==> src/rtl/sfm_int_packer.sv <==
// Gathers R = FP_WIDTH/INT_WIDTH sparse cast beats into one dense DATA_WIDTH word; 1-cycle latency, blocks input only while a full word is stalled.
// Optional statistics (words_o, partial_o) are built when SFM_INT_PACKER_STATS_EN is defined.
module sfm_int_packer #(
  parameter int unsigned DATA_WIDTH = 256,
  parameter int unsigned FP_WIDTH   = 16,
  parameter int unsigned INT_WIDTH  = 8
) (
  input  logic                    clk_i,
  input  logic                    rst_ni,
  input  logic                    clear_i,
  input  logic                    enable_i,
  input  logic                    flush_i,
  output logic                    busy_o,
  input  logic                    stream_i_valid,
  output logic                    stream_i_ready,
  input  logic [DATA_WIDTH-1:0]   stream_i_data,
  input  logic [DATA_WIDTH/8-1:0] stream_i_strb,
  output logic                    stream_o_valid,
  input  logic                    stream_o_ready,
  output logic [DATA_WIDTH-1:0]   stream_o_data,
  output logic [DATA_WIDTH/8-1:0] stream_o_strb
`ifdef SFM_INT_PACKER_STATS_EN
  ,
  output logic [31:0]             words_o,
  output logic [31:0]             partial_o
`endif
);

  localparam int unsigned R     = FP_WIDTH / INT_WIDTH;
  localparam int unsigned H     = DATA_WIDTH / R;
  localparam int unsigned HB    = H / 8;
  localparam int unsigned SW    = DATA_WIDTH / 8;
  localparam int unsigned CNT_W = $clog2(R);
  localparam logic [CNT_W-1:0] LAST = CNT_W'(R - 1);

  logic [DATA_WIDTH-1:0] word_q, word_d;
  logic [SW-1:0]         wstrb_q, wstrb_d;
  logic [CNT_W-1:0]      cnt_q, cnt_d;
  logic                  full_q, full_d;
  logic                  out_fire, in_fire;

  assign out_fire = enable_i & full_q & stream_o_ready;
  assign in_fire  = enable_i & stream_i_valid & stream_i_ready;
  assign busy_o   = full_q | (cnt_q != '0);

  // Pass-through is purely combinational; the packing registers simply hold.
  assign stream_o_valid = enable_i ? full_q  : stream_i_valid;
  assign stream_o_data  = enable_i ? word_q  : stream_i_data;
  assign stream_o_strb  = enable_i ? wstrb_q : stream_i_strb;
  assign stream_i_ready = enable_i ? (!full_q | stream_o_ready) : stream_o_ready;

`ifdef SFM_INT_PACKER_STATS_EN
  logic flushed_q, flushed_d;
`endif

  always_comb begin
    word_d  = word_q;
    wstrb_d = wstrb_q;
    cnt_d   = cnt_q;
    full_d  = full_q;
`ifdef SFM_INT_PACKER_STATS_EN
    flushed_d = flushed_q;
`endif
    if (out_fire) begin
      word_d  = '0;
      wstrb_d = '0;
      cnt_d   = '0;
      full_d  = 1'b0;
`ifdef SFM_INT_PACKER_STATS_EN
      flushed_d = 1'b0;
`endif
    end
    if (in_fire) begin
      word_d[int'(cnt_d) * H +: H]   = stream_i_data[H-1:0];
      wstrb_d[int'(cnt_d) * HB +: HB] = stream_i_strb[HB-1:0];
      if (cnt_d == LAST) begin
        full_d = 1'b1;
        cnt_d  = '0;
      end else begin
        cnt_d = cnt_d + CNT_W'(1);
      end
    end
    // An empty flush must not create a word, so only a partial one is closed.
    if (enable_i && flush_i && (cnt_d != '0) && !full_d) begin
      full_d = 1'b1;
      cnt_d  = '0;
`ifdef SFM_INT_PACKER_STATS_EN
      flushed_d = 1'b1;
`endif
    end
  end

  always_ff @(posedge clk_i or negedge rst_ni) begin
    if (!rst_ni) begin
      word_q  <= '0;
      wstrb_q <= '0;
      cnt_q   <= '0;
      full_q  <= 1'b0;
    end else if (clear_i) begin
      word_q  <= '0;
      wstrb_q <= '0;
      cnt_q   <= '0;
      full_q  <= 1'b0;
    end else begin
      word_q  <= word_d;
      wstrb_q <= wstrb_d;
      cnt_q   <= cnt_d;
      full_q  <= full_d;
    end
  end

`ifdef SFM_INT_PACKER_STATS_EN
  logic [31:0] words_q, partial_q;

  always_ff @(posedge clk_i or negedge rst_ni) begin
    if (!rst_ni) begin
      words_q   <= '0;
      partial_q <= '0;
      flushed_q <= 1'b0;
    end else if (clear_i) begin
      words_q   <= '0;
      partial_q <= '0;
      flushed_q <= 1'b0;
    end else begin
      flushed_q <= flushed_d;
      if (out_fire && (words_q != '1)) words_q <= words_q + 32'd1;
      if (out_fire && flushed_q && (wstrb_q != '1) && (partial_q != '1))
        partial_q <= partial_q + 32'd1;
    end
  end

  assign words_o   = words_q;
  assign partial_o = partial_q;
`endif

endmodule

==> config.mk <==
export PLATFORM = sky130hd
export DESIGN_NAME = sfm_int_packer
export DESIGN_NICKNAME = d
export VERILOG_FILES = /design/src/rtl/sfm_int_packer.sv
export SDC_FILE = /design/constraint.sdc
export NUM_CORES = 1
export LEC_CHECK = 0
export BUFFER_PORTS_ARGS = -buffer_cell sky130_fd_sc_hd__buf_2
export CORE_AREA = 2 2 227 229
export DETAILED_ROUTE_END_ITERATION = 10
export DIE_AREA = 0 0 229 231
export PLACE_DENSITY_LB_ADDON = 0.25
export RECOVER_POWER = 100
export SLEW_MARGIN = 20
export SYNTH_ARGS = -nofsm -noshare
export SYNTH_HDL_FRONTEND = slang
export SYNTH_SLANG_ARGS = --single-unit
==> constraint.sdc <==
create_clock -name clk_i -period 1.6 [get_ports clk_i]
set_clock_uncertainty 0.05 [all_clocks]
set_input_delay 0.16 -clock clk_i [delete_from_list [all_inputs] [get_ports clk_i]]
set_output_delay 0.16 -clock clk_i [all_outputs]
set_load 0.02 [all_outputs]
==> results.sh <==
export IMPL_outcome="complete, but fails checks"
export IMPL_violations="setup timing"
export IMPL_wire_per_inst_um=19.25
export IMPL_crit_top_cell="buf_6"
export IMPL_slew_viol_final=0
export IMPL_arrival_ps=2200
export IMPL_drtPass1Iterations=5
export IMPL_design_core_area_um2=50680
export IMPL_worstMarginPinSlew_ps=790.9
export IMPL_p_leak_nw=11.66
export IMPL_synthToLayoutAreaGrowth_pct=49.87
export IMPL_grt_pass1_wl_um=81460
export IMPL_start_util_pct=31.20
export IMPL_synth_seq_area_share_pct=45.89
export IMPL_antenna_found_initial=2
export IMPL_period_needed_ps=1792
export IMPL_hpwlAfterDp_um=36110
export IMPL_fin_nets=2520
export IMPL_holdCritPathClass="in2async"
export IMPL_gp_congestion=0.8618
export IMPL_synth_net_count=1743
export IMPL_final_cell_mix="buf_2, nor2_1, dfrtp_1"
export IMPL_clock_sinks=290
export IMPL_cts_tree="built"
export IMPL_antenna_cells=0
export IMPL_clock_path_buffers=3
export IMPL_reg2reg_slack_ps=-190
export IMPL_h_tree_depth=2
export IMPL_synth_avg_cell_area_um2=10.92
export IMPL_path_clk_slew_ps=60
export IMPL_cp_slowest_cell="dfrtp_2"
export IMPL_clkLatencyLatePin_ps=530
export IMPL_internal_power_mw=14.55
export IMPL_ir_worst_vdd_mv=0.6005
export IMPL_grt_pass1_vias=14330
export IMPL_crit_type="reg2reg"
export IMPL_cap_violations=0
export IMPL_drcViolationCount=0
export IMPL_yosys_register_bits=290
export IMPL_synthFlopType="dfrtp_1"
export IMPL_cts_made_buffers=36
export IMPL_syn_inst=1448
export IMPL_crit_chain="buf_6, buf_6, nand3_4, nor2b_4, buf_12, a22oi_1, nor2_1"
export IMPL_grt_setup_unrepaired="yes"
export IMPL_cts_root_buffer="clkbuf_16"
export IMPL_relSlewSlack_pct=47.27
export IMPL_crit_required_ps=2010
export IMPL_grt_max_degree=69
export IMPL_setup_violations=301
export IMPL_powerDensity_nw_per_um2=854.7
export IMPL_cp_max_fo=56
export IMPL_final_area_um2=23700
export IMPL_via_count=14320
export IMPL_fin_cells=2930
export IMPL_netlist_area_um2=15810
export IMPL_end_kind="flip-flop"
export IMPL_die_w_um=229
export IMPL_grtUsageTotal_pct=19.08
export IMPL_dp_cells=2683
export IMPL_fin_crit_sh_pct=112.0
export IMPL_seqPwrFrac_pct=38.1
export IMPL_crit_buf_inv=3
export IMPL_viasPerCell=4.887
export IMPL_grt_overflow=0
export IMPL_final_common_cell="buf_2"
export IMPL_dieHeight_um=231
export IMPL_postRouteAntennaNets=0
export IMPL_fin_ws_ps=-192.3
export IMPL_fmax_ghz=0.5580
export IMPL_yosys_warnings=0
export IMPL_ys_async_sr_fraction_pct=100.0
export IMPL_die_area_um2=52900
export IMPL_whs_ps=196.9
export IMPL_switching_power_mw=5.705
export IMPL_port_buffers=585
export IMPL_switching_share_pct=28.17
export IMPL_start_kind="flip-flop"
export IMPL_synth_edff_count=0
export IMPL_ioPinCount=586
export IMPL_routed_wl_um=56400
export IMPL_layout_drive_gt1_share_pct=49.38
export IMPL_slowest_delay_ps=420
export IMPL_final_hold_violation_count=0
export IMPL_path_delay_family="buffers and inverters"
export IMPL_combPwrFrac_pct=21.9
export IMPL_yosysUniqueCellTypes=24
export IMPL_rows=83
export IMPL_drt_iter0_drc=745
export IMPL_pwr_share_clk_pct=40.0
export IMPL_postPlaceCellArea_um2=20070
## cells by family (layout without fill, tap and decap cells)
group / Yosys count / in the layout / synth area share [%]
buffers and inverters: 130 / 932 / 4.288
DFF: 290 / 290 / 45.89
and+or+nand+nor: 442 / 442 / 12.94
AOI/OAI and AO/OA: 153 / 153 / 7.192
muxes: 433 / 433 / 29.69
## layer usage
metal | GRT usage, % | wire (um)
met5 | 0 | 0
met4 | 5.844 | 1393
met3 | 2.952 | 2493
met2 | 32.77 | 28150
met1 | 24.70 | 24360
## area by class of cell
type                       instances  area [um2]
inverter                           1       3.754
timing repair buffer             868        6267
tap                              680       850.8
clock inverter                     9       107.6
fill                            4754       26980
sequential                       290        7258
multi-input combinational       1028        8153
clock buffer                      54        1060
## timing repair
item / 4_1_cts / 5_1_grt
gates resized for setup: 63 / 44
buffers inserted: 5 / 11
setup endpoints to repair: 336 / 485
gates cloned: 2 / 18
hold endpoints to repair: 580 / 0
hold buffers: 149 / 0
pin swaps: 3 / 9
## metrics by stage
stage          total power [mW]  worst slack, ps  TNS, ps  utilization, %
2_1_floorplan             10.08           -11.36   -681.7               -
3_3_place_gp              11.73           -112.3    -7230           39.60
3_5_place_dp              11.76           -168.6   -14910           39.60
4_1_cts                   20.40           -142.3   -22830           45.55
5_1_grt                   21.12           -265.8   -55360           46.77
6_report                  20.26           -192.3   -33180           46.77
## worst paths after layout
check,startpoint,to,cells after the start
worst max-delay path,full_q$_DFF_PN0_,wstrb_q[27]$_DFF_PN0_,7
worst min-delay path,rst_ni,word_q[139]$_DFF_PN0_,2
worst max register to register,full_q$_DFF_PN0_,wstrb_q[27]$_DFF_PN0_,7
worst min register to register,word_q[198]$_DFF_PN0_,word_q[198]$_DFF_PN0_,2
max in group asynchronous,rst_ni,word_q[83]$_DFF_PN0_,3
min in group clk_i,enable_i,full_q$_DFF_PN0_,5
## Yosys cell counts, drive strengths merged, types with 2 or more instances
master	n	area, um2
dfrtp	290	7257
buf	67	441.7
a21oi	5	25.02
nor2	289	1085
mux2i	144	1441
mux2	289	3254
a22oi	144	1081
nor2b	2	12.51
and2	144	900.9
clkbuf	62	232.7
and4b	2	20.02
## flip-flops by register name, summed over array words and instances, names as in the netlist
register and count:
word_q 256, wstrb_q 32, cnt_q 1, full_q 1
## power by group through the flow
stage	registers [mW]	logic, mW	clock network, mW
2_1_floorplan	7.78	2.30	0
3_3_place_gp	7.82	3.91	0
3_5_place_dp	7.83	3.93	0
4_1_cts	7.70	4.35	8.35
5_1_grt	7.73	4.75	8.64
6_report	7.71	4.44	8.10
No activity file was read; power rests on OpenSTA's default activity.
